### src/rtl/dbg_uart_pkg.sv
// Shared definitions for the debug UART escaping transmitter/receiver pair.
package dbg_uart_pkg;
  localparam logic [7:0] ESC_DEFAULT = 8'hB1;

  typedef enum logic {IDLE, ESC_SEEN} rx_esc_state_e;
endpackage

### src/rtl/rx_escape.sv
// Strips ESC sequences from the UART-RX byte stream: ESC ESC -> literal data,
// ESC x -> command x. One-entry data holding register, dangling-ESC timeout.
module rx_escape
  import dbg_uart_pkg::*;
#(
  parameter logic [7:0] ESC            = ESC_DEFAULT,
  parameter int         TIMEOUT_CYCLES = 1000000
) (
  input  logic       CLK_I,
  input  logic       RST_NI,
  input  logic       RX_VALID_I,
  input  logic [7:0] DATA_REC_I,
  input  logic       READ_I,
  output logic [7:0] DATA_REC_O,
  output logic       DATA_VALID_O,
  output logic [7:0] COMMAND_O,
  output logic       COMMAND_VALID_O,
  output logic       ESC_PENDING_O,
  output logic       OVERRUN_O,
  output logic       TIMEOUT_O
);
  // Width floored at 1 so a disabled timeout still yields a legal counter.
  localparam int CNT_W = (TIMEOUT_CYCLES > 0) ? $clog2(TIMEOUT_CYCLES + 1) : 1;
  localparam logic [CNT_W-1:0] CNT_TERM =
    (TIMEOUT_CYCLES > 0) ? CNT_W'(TIMEOUT_CYCLES - 1) : '0;
  localparam bit TO_EN = (TIMEOUT_CYCLES > 0);

  rx_esc_state_e    state_q, state_d;
  logic [CNT_W-1:0] cnt_q, cnt_d;
  logic [7:0]       data_q, data_d;
  logic             dvalid_q, dvalid_d;
  logic [7:0]       cmd_q, cmd_d;
  logic             cmdv_q, cmdv_d;
  logic             ovr_q, ovr_d;
  logic             to_q, to_d;

  logic is_esc;
  logic deliver;

  assign is_esc = (DATA_REC_I == ESC);

  always_comb begin
    state_d  = state_q;
    cnt_d    = cnt_q;
    cmd_d    = cmd_q;
    cmdv_d   = 1'b0;
    to_d     = 1'b0;
    deliver  = 1'b0;
    unique case (state_q)
      IDLE: begin
        if (RX_VALID_I) begin
          if (is_esc) begin
            state_d = ESC_SEEN;
            cnt_d   = '0;
          end else begin
            deliver = 1'b1;
          end
        end
      end
      ESC_SEEN: begin
        if (RX_VALID_I) begin
          state_d = IDLE;
          if (is_esc) begin
            deliver = 1'b1;
          end else begin
            cmd_d  = DATA_REC_I;
            cmdv_d = 1'b1;
          end
        end else if (TO_EN) begin
          if (cnt_q == CNT_TERM) begin
            state_d = IDLE;
            to_d    = 1'b1;
          end else begin
            cnt_d = cnt_q + 1'b1;
          end
        end
      end
      default: state_d = IDLE;
    endcase
  end

  // A read in the same cycle frees the slot, so delivery then never overruns.
  always_comb begin
    data_d   = data_q;
    dvalid_d = dvalid_q;
    ovr_d    = 1'b0;
    if (deliver) begin
      if (!dvalid_q || READ_I) begin
        data_d   = DATA_REC_I;
        dvalid_d = 1'b1;
      end else begin
        ovr_d = 1'b1;
      end
    end else if (READ_I && dvalid_q) begin
      dvalid_d = 1'b0;
    end
  end

  always_ff @(posedge CLK_I or negedge RST_NI) begin
    if (!RST_NI) begin
      state_q  <= IDLE;
      cnt_q    <= '0;
      data_q   <= '0;
      dvalid_q <= 1'b0;
      cmd_q    <= '0;
      cmdv_q   <= 1'b0;
      ovr_q    <= 1'b0;
      to_q     <= 1'b0;
    end else begin
      state_q  <= state_d;
      cnt_q    <= cnt_d;
      data_q   <= data_d;
      dvalid_q <= dvalid_d;
      cmd_q    <= cmd_d;
      cmdv_q   <= cmdv_d;
      ovr_q    <= ovr_d;
      to_q     <= to_d;
    end
  end

  assign DATA_REC_O      = data_q;
  assign DATA_VALID_O    = dvalid_q;
  assign COMMAND_O       = cmd_q;
  assign COMMAND_VALID_O = cmdv_q;
  assign ESC_PENDING_O   = (state_q == ESC_SEEN);
  assign OVERRUN_O       = ovr_q;
  assign TIMEOUT_O       = to_q;
endmodule

### config.mk
export PLATFORM = sky130hd
export DESIGN_NAME = rx_escape
export DESIGN_NICKNAME = d
export VERILOG_FILES = /design/src/rtl/dbg_uart_pkg.sv /design/src/rtl/rx_escape.sv
export SDC_FILE = /design/constraint.sdc
export NUM_CORES = 1
export LEC_CHECK = 0
export CAP_MARGIN = 5
export CORE_UTILIZATION = 30
export DETAILED_ROUTE_END_ITERATION = 7
export SLEW_MARGIN = 20
export SYNTH_ARGS = -nofsm -noshare
export SYNTH_HDL_FRONTEND = slang
export SYNTH_SLANG_ARGS = --single-unit
export TNS_END_PERCENT = 1
### constraint.sdc
create_clock -name CLK_I -period 3.8 [get_ports CLK_I]
set_clock_uncertainty 0.2 [all_clocks]
set_input_delay 0.57 -clock CLK_I [delete_from_list [all_inputs] [get_ports CLK_I]]
set_output_delay 0.57 -clock CLK_I [all_outputs]
set_load 0.05 [all_outputs]
==> qor.csv, run 1 <==
metric,value,unit
status,"complete, no violations",
timing.final.max_slew_violations,0,
cts_setup_buffers,0,
rows,29,
vdd_ir_drop_max,0.000466,V
finalWirelength,4620,um
hold_violations,0,
crit_family,simple AND/OR/NAND/NOR gates,
syn_avg_cell_area,10.9,um2
drive_gt1_frac,0.149,
clkLatencyLatePin,0.29,ns
grt_max_degree,42,
cp.depth,6,
yosysWarnings,0,
synth.most_common_cell,dfrtp_1,
root_buffer,clkbuf_8,
finalSetupTns,0,ns
critPathLaunch,RX_VALID_I,
tightest_slew,0.894,ns
critPathSlowestCell,nor2b_1,
grt_pass1_wl,8070,um
synth_enable_flop_cells,0,
period_share,0.704,
setup_viol,0,
cts_buffer_depth,2,
synthArstFlopShare,1.00,
max_stage_delay,0.59,ns
final_core_util,0.390,
path_buf_inv,2,
die-area,0.00723,mm2
start_util,0.318,
clkSlewWorstSetupHoldPaths,0.08,ns
ys_seq_area_frac,0.496,
rsz0062_at_grt,no,
yosys.area.top_type,dfrtp_1,
num_vias,1618,
netlist.area_leader.share,0.496,
htree_levels,2,
setup_ws,1.12,ns
total_power,0.00155,W
yosys-top-cells-area,"dfrtp_1, mux2_2, mux2i_1, nand2_1, and3_1",
routabilityCongestion,0.831,
diodes,0,
first_global_vias,1639,
worstPathRequired,3.79,ns
ctsResizeCount,0,
yosysUniqueCellTypes,41,
cp.arrival,2.66,ns
synthFlopType,dfrtp_1,
dieHeight,85.0,um
grt_antenna_before_repair,0,
final_antenna_net_count,0,
seq_area,0.00103,mm2
worst-setup-path-type,primary input to flop,
ioPinCount,33,
avgRoutedWirePerCell,15.5,um
p_leak,1.05,nW
cp-end-kind,flop,
first_iter_violations,94,
path_max_fanout,9,
r2r-start,ESC_PENDING_O,
nets,233,
r2r_slack,1.16,ns
start_kind,primary input,
worstHoldPathType,primary input to async pin,
period_needed,2.68,ns
drc_errors,0,
rr_worst_depth,5,
synth_seq_cells,41,
power.density,612,mW/mm2
syn-instance-count,189,
holdBufCountCts,0,
firstDrtPassIters,4,
synthesis.area,0.00207,mm2
port_buffers,32,
drt-vias-per-instance,5.43,
reg2reg_to,cnt_q[14],
fmax,0.374,GHz
slew_headroom,0.404,
max-cap-violations,0,
fill_cells,629,
cts-buffers-inserted,5,
dp_hpwl,3290,um
die_w,85.0,um
area_delta_synth_final,22.6,%
cts_tree,built,
multiInputGateArea,965,um2
core-area,0.00649,mm2
synth_top_cells_by_count,"dfrtp_1, nand2_1, mux2_2",
endpoint,cnt_q[14],
crit_chain,clkdlybuf4s50_1 -> nor2b_1 -> o41ai_2 -> and3_1 -> inv_6 -> mux2_4,
syn_nets,202,
overflow,0,
cts.sinks,41,
grtUsageTotal,0.140,
pre_cts_slack,0.799,ns
[flip-flops by register name, summed over array words and instances, names as in the netlist]
signal,count
COMMAND_VALID_O,1
TIMEOUT_O,1
ESC_PENDING_O,1
DATA_REC_O,8
OVERRUN_O,1
DATA_VALID_O,1
COMMAND_O,8
cnt_q,20
[power by group]
group | switching [W] | internal, W
logic | 0.000363 | 0.000231
registers | 0.000103 | 0.000541
clock network | 0.000150 | 0.000164
[how the worst min path moves through the flow]
stage / to / depth (start not counted)
6_report: cnt_q[7] / 1
5_1_grt: cnt_q[6] / 1
4_1_cts: cnt_q[7] / 1
3_5_place_dp: cnt_q[19] / 1
3_3_place_gp: cnt_q[19] / 1
2_1_floorplan: COMMAND_O[0] / 0
[cells by family (layout without fill, tap and decap cells)]
| family | Yosys count | count (layout) | synth area share |
|---|---|---|---|
| compound gates | 35 | 35 | 0.126 |
| simple gates | 72 | 72 | 0.202 |
| buf+inv | 15 | 47 | 0.0375 |
| flops | 41 | 41 | 0.496 |
| xor+xnor | 1 | 1 | 0.00424 |
| fa+ha+maj | 1 | 1 | 0.00605 |
| mux | 24 | 24 | 0.128 |
[per-layer routing]
metal / track usage / part of all wire / wire length (um)
met5: 0 / 0 / 0
met4: 0.0508 / 0.012 / 56
met1: 0.189 / 0.48 / 2200
met2: 0.216 / 0.46 / 2120
met3: 0.0370 / 0.052 / 240
[cell usage in the layout (no fill, tap or decap), types with 3 or more instances in the layout]
cell type and count:
nor4_1 5, nand3_1 10, and3_1 9, a21o_1 3, a211o_1 4, mux2i_1 7
clkdlybuf4s50_1 31, mux2_2 16, clkbuf_8 7, nand2_1 18, nand2b_1 4, a21oi_1 5
dfrtp_1 41, inv_1 6, o41ai_1 3, nor3_1 6, nand4_1 7, o211ai_1 3
o21ai_0 5
[final cells by class]
class,count,share of cell area
tap,77,0.0380
clock buffer,7,0.0380
sequential,41,0.405
multi-input combinational,133,0.381
clock inverter,1,0.00197
timing repair buffer,32,0.124
inverter,7,0.0123
[per-stage QoR]
step | cells | cell area (um2) | hold WS (ns)
final | 298 | 2530 | 0.198
after CTS | 298 | 2530 | 0.234
after floorplan | 189 | 2070 | 0.0744
after detailed placement | 290 | 2430 | 0.295
after global placement | 290 | 2430 | 0.285
after global routing | 298 | 2530 | 0.284
(Power assumes the default switching activity.)
==> run 2: changes to the inputs <==
- clock period: 3.8 -> 2.2 ns (I/O delays scaled with it)
==> qor.csv, run 2 (same netlist as run 1, synthesis figures left out) <==
metric,value,unit,change
status,"complete, no violations",,
finalWirelength,4960,um,+7.4%
m1WireLength,2390,um,+8.5%
min_from,cnt_q[19],,
cts.sinks,41,,unchanged
tightest_slew,0.524,ns,-0.369 ns
top_layer_used,met4,,
worstHoldPathType,flop to flop,,
crit_family,simple AND/OR/NAND/NOR gates,,
area_delta_synth_final,38.7,%,
diodes,0,,unchanged
drive_gt1_frac,0.286,,+0.136
fmax,0.471,GHz,
period_share,0.965,,
pre_cts_slack,-0.232,ns,-1.03 ns
rows,29,,unchanged
largest_register_ffs,20,,unchanged
num_vias,1750,,+8.2%
firstDrtPassIters,4,,unchanged
clkLatencyLatePin,0.30,ns,about the same
setup_viol,0,,unchanged
cts-buffers-inserted,5,,unchanged
crit_chain,ha_1 -> nand3_1 -> buf_4 -> or4_4 -> o21ai_4 -> mux2i_1,,
first_global_vias,1781,,+8.7%
ioPinCount,33,,unchanged
grt_antenna_before_repair,0,,unchanged
cts_tree,built,,
critPathLaunch,cnt_q[0],,
vdd_ir_drop_max,0.000637,V,+37%
final_core_util,0.442,,+0.0514
cp-end-kind,flop,,
clkSlewWorstSetupHoldPaths,0.08,ns,about the same
wl_met3,182,um,-24%
regMostFlops,cnt_q,,
max-cap-violations,0,,unchanged
total_power,0.00293,W,+88%
drc_errors,0,,unchanged
start_kind,flop,,
worstPathRequired,2.23,ns,-1.56 ns
worst-setup-path-type,flop to flop,,
max_stage_delay,0.59,ns,about the same
grt_pass1_wl,8570,um,+6.2%
die-area,0.00723,mm2,unchanged
fill_cells,621,,-1.3%
holdWs,0.287,ns,+0.0887 ns
drt-vias-per-instance,5.21,,-4.1%
start_util,0.318,,unchanged
port_buffers,32,,unchanged
dieHeight,85.0,um,unchanged
critPathSlowestCell,or4_4,,
slew_headroom,0.650,,+0.246
wl_met2,2260,um,+6.6%
core-area,0.00649,mm2,unchanged
setup_ws,0.0772,ns,-1.05 ns
rsz0062_at_grt,yes,,
cp.arrival,2.15,ns,-0.51 ns
final_antenna_net_count,0,,unchanged
avgRoutedWirePerCell,14.8,um,-4.7%
path_buf_inv,1,,-1
p_leak,1.24,nW,+19%
hold_violations,0,,unchanged
nets,271,,+16%
cts_buffer_depth,2,,unchanged
first_iter_violations,47,,-50%
layout_commonest_cell,dfrtp_1,,
postPlaceCellArea,0.00270,mm2,+11%
r2r-start,cnt_q[0],,
overflow,0,,unchanged
grtUsageTotal,0.151,,+0.0109
die_w,85.0,um,unchanged
routabilityCongestion,0.845,,+1.8%
power.density,1020,mW/mm2,+67%
timing.final.max_slew_violations,0,,unchanged
htree_levels,2,,unchanged
layout_common_cells,"dfrtp_1, buf_4, clkdlybuf4s50_1",,
design_area,0.00287,mm2,+13%
period_needed,2.12,ns,
path_max_fanout,6,,-3
dp_hpwl,3720,um,+13%
root_buffer,clkbuf_8,,
grt_max_degree,24,,-43%
==> run 2: changes by cell type in the layout (fill, tap and decap cells not counted), sizes merged <==
cell,previous run,this run
buf,1,39
bufinv,0,1
clkdlybuf4s50,31,30
clkinv,1,0
dlygate4sd3,0,1
==> run 2: repair_timing <==
| action | CTS | global route |
|---|---|---|
| hold endpoints to repair | 22 | 0 |
| setup endpoints to repair | 8 | 6 |
| hold buffers | 1 | 0 |
| buffers inserted | 0 | 2 |
| gates resized for setup | 2 | 5 |
| pin swaps | 0 | 1 |
==> run 2: final timing paths <==
check	endpoint	slack, ns	depth (start not counted)
max in group asynchronous	DATA_REC_O[0]	0.81	3
min in group asynchronous	cnt_q[0]	0.34	2
min	cnt_q[19]	0.29	1
max	cnt_q[1]	0.08	6
min reg2reg	cnt_q[19]	0.29	1
max reg2reg	cnt_q[1]	0.08	6
==> run 2: layout make-up <==
type,count,area [um2],share of cell area
Clock inverter,1,30.0,0.0105
Tap cell,77,96.3,0.0336
Multi-Input combinational cell,133,997,0.348
Timing Repair Buffer,70,601,0.209
Clock buffer,7,86.3,0.0301
Inverter,7,31.3,0.0109
Sequential cell,41,1030,0.358
==> run 2: report_power, final <==
group	internal, W	leakage (nW)	switching, W
combinational	0.000515	0.659	0.000722
clock	0.000370	0.0585	0.000265
sequential	0.000936	0.526	0.000117
==> run 2: per-layer routing <==
layer / GRT usage / vias to the layer above
met2: 0.238 / 42
met5: 0 / -
li1: - / 853
met3: 0.0282 / 12
met4: 0.0724 / 0
met1: 0.200 / 843
==> run 2: stage by stage <==
stage,TNS (ns),cells
2_1_floorplan,0,189
3_3_place_gp,-4.61,325
3_5_place_dp,-4.66,325
4_1_cts,0,334
5_1_grt,-0.0105,336
6_report,0,336
==> run 3: changes to the inputs <==
- CTS_CLUSTER_SIZE: unset -> 30
==> results of run 3 <==
Final layout, timing and power as in run 2 (identical DEF).
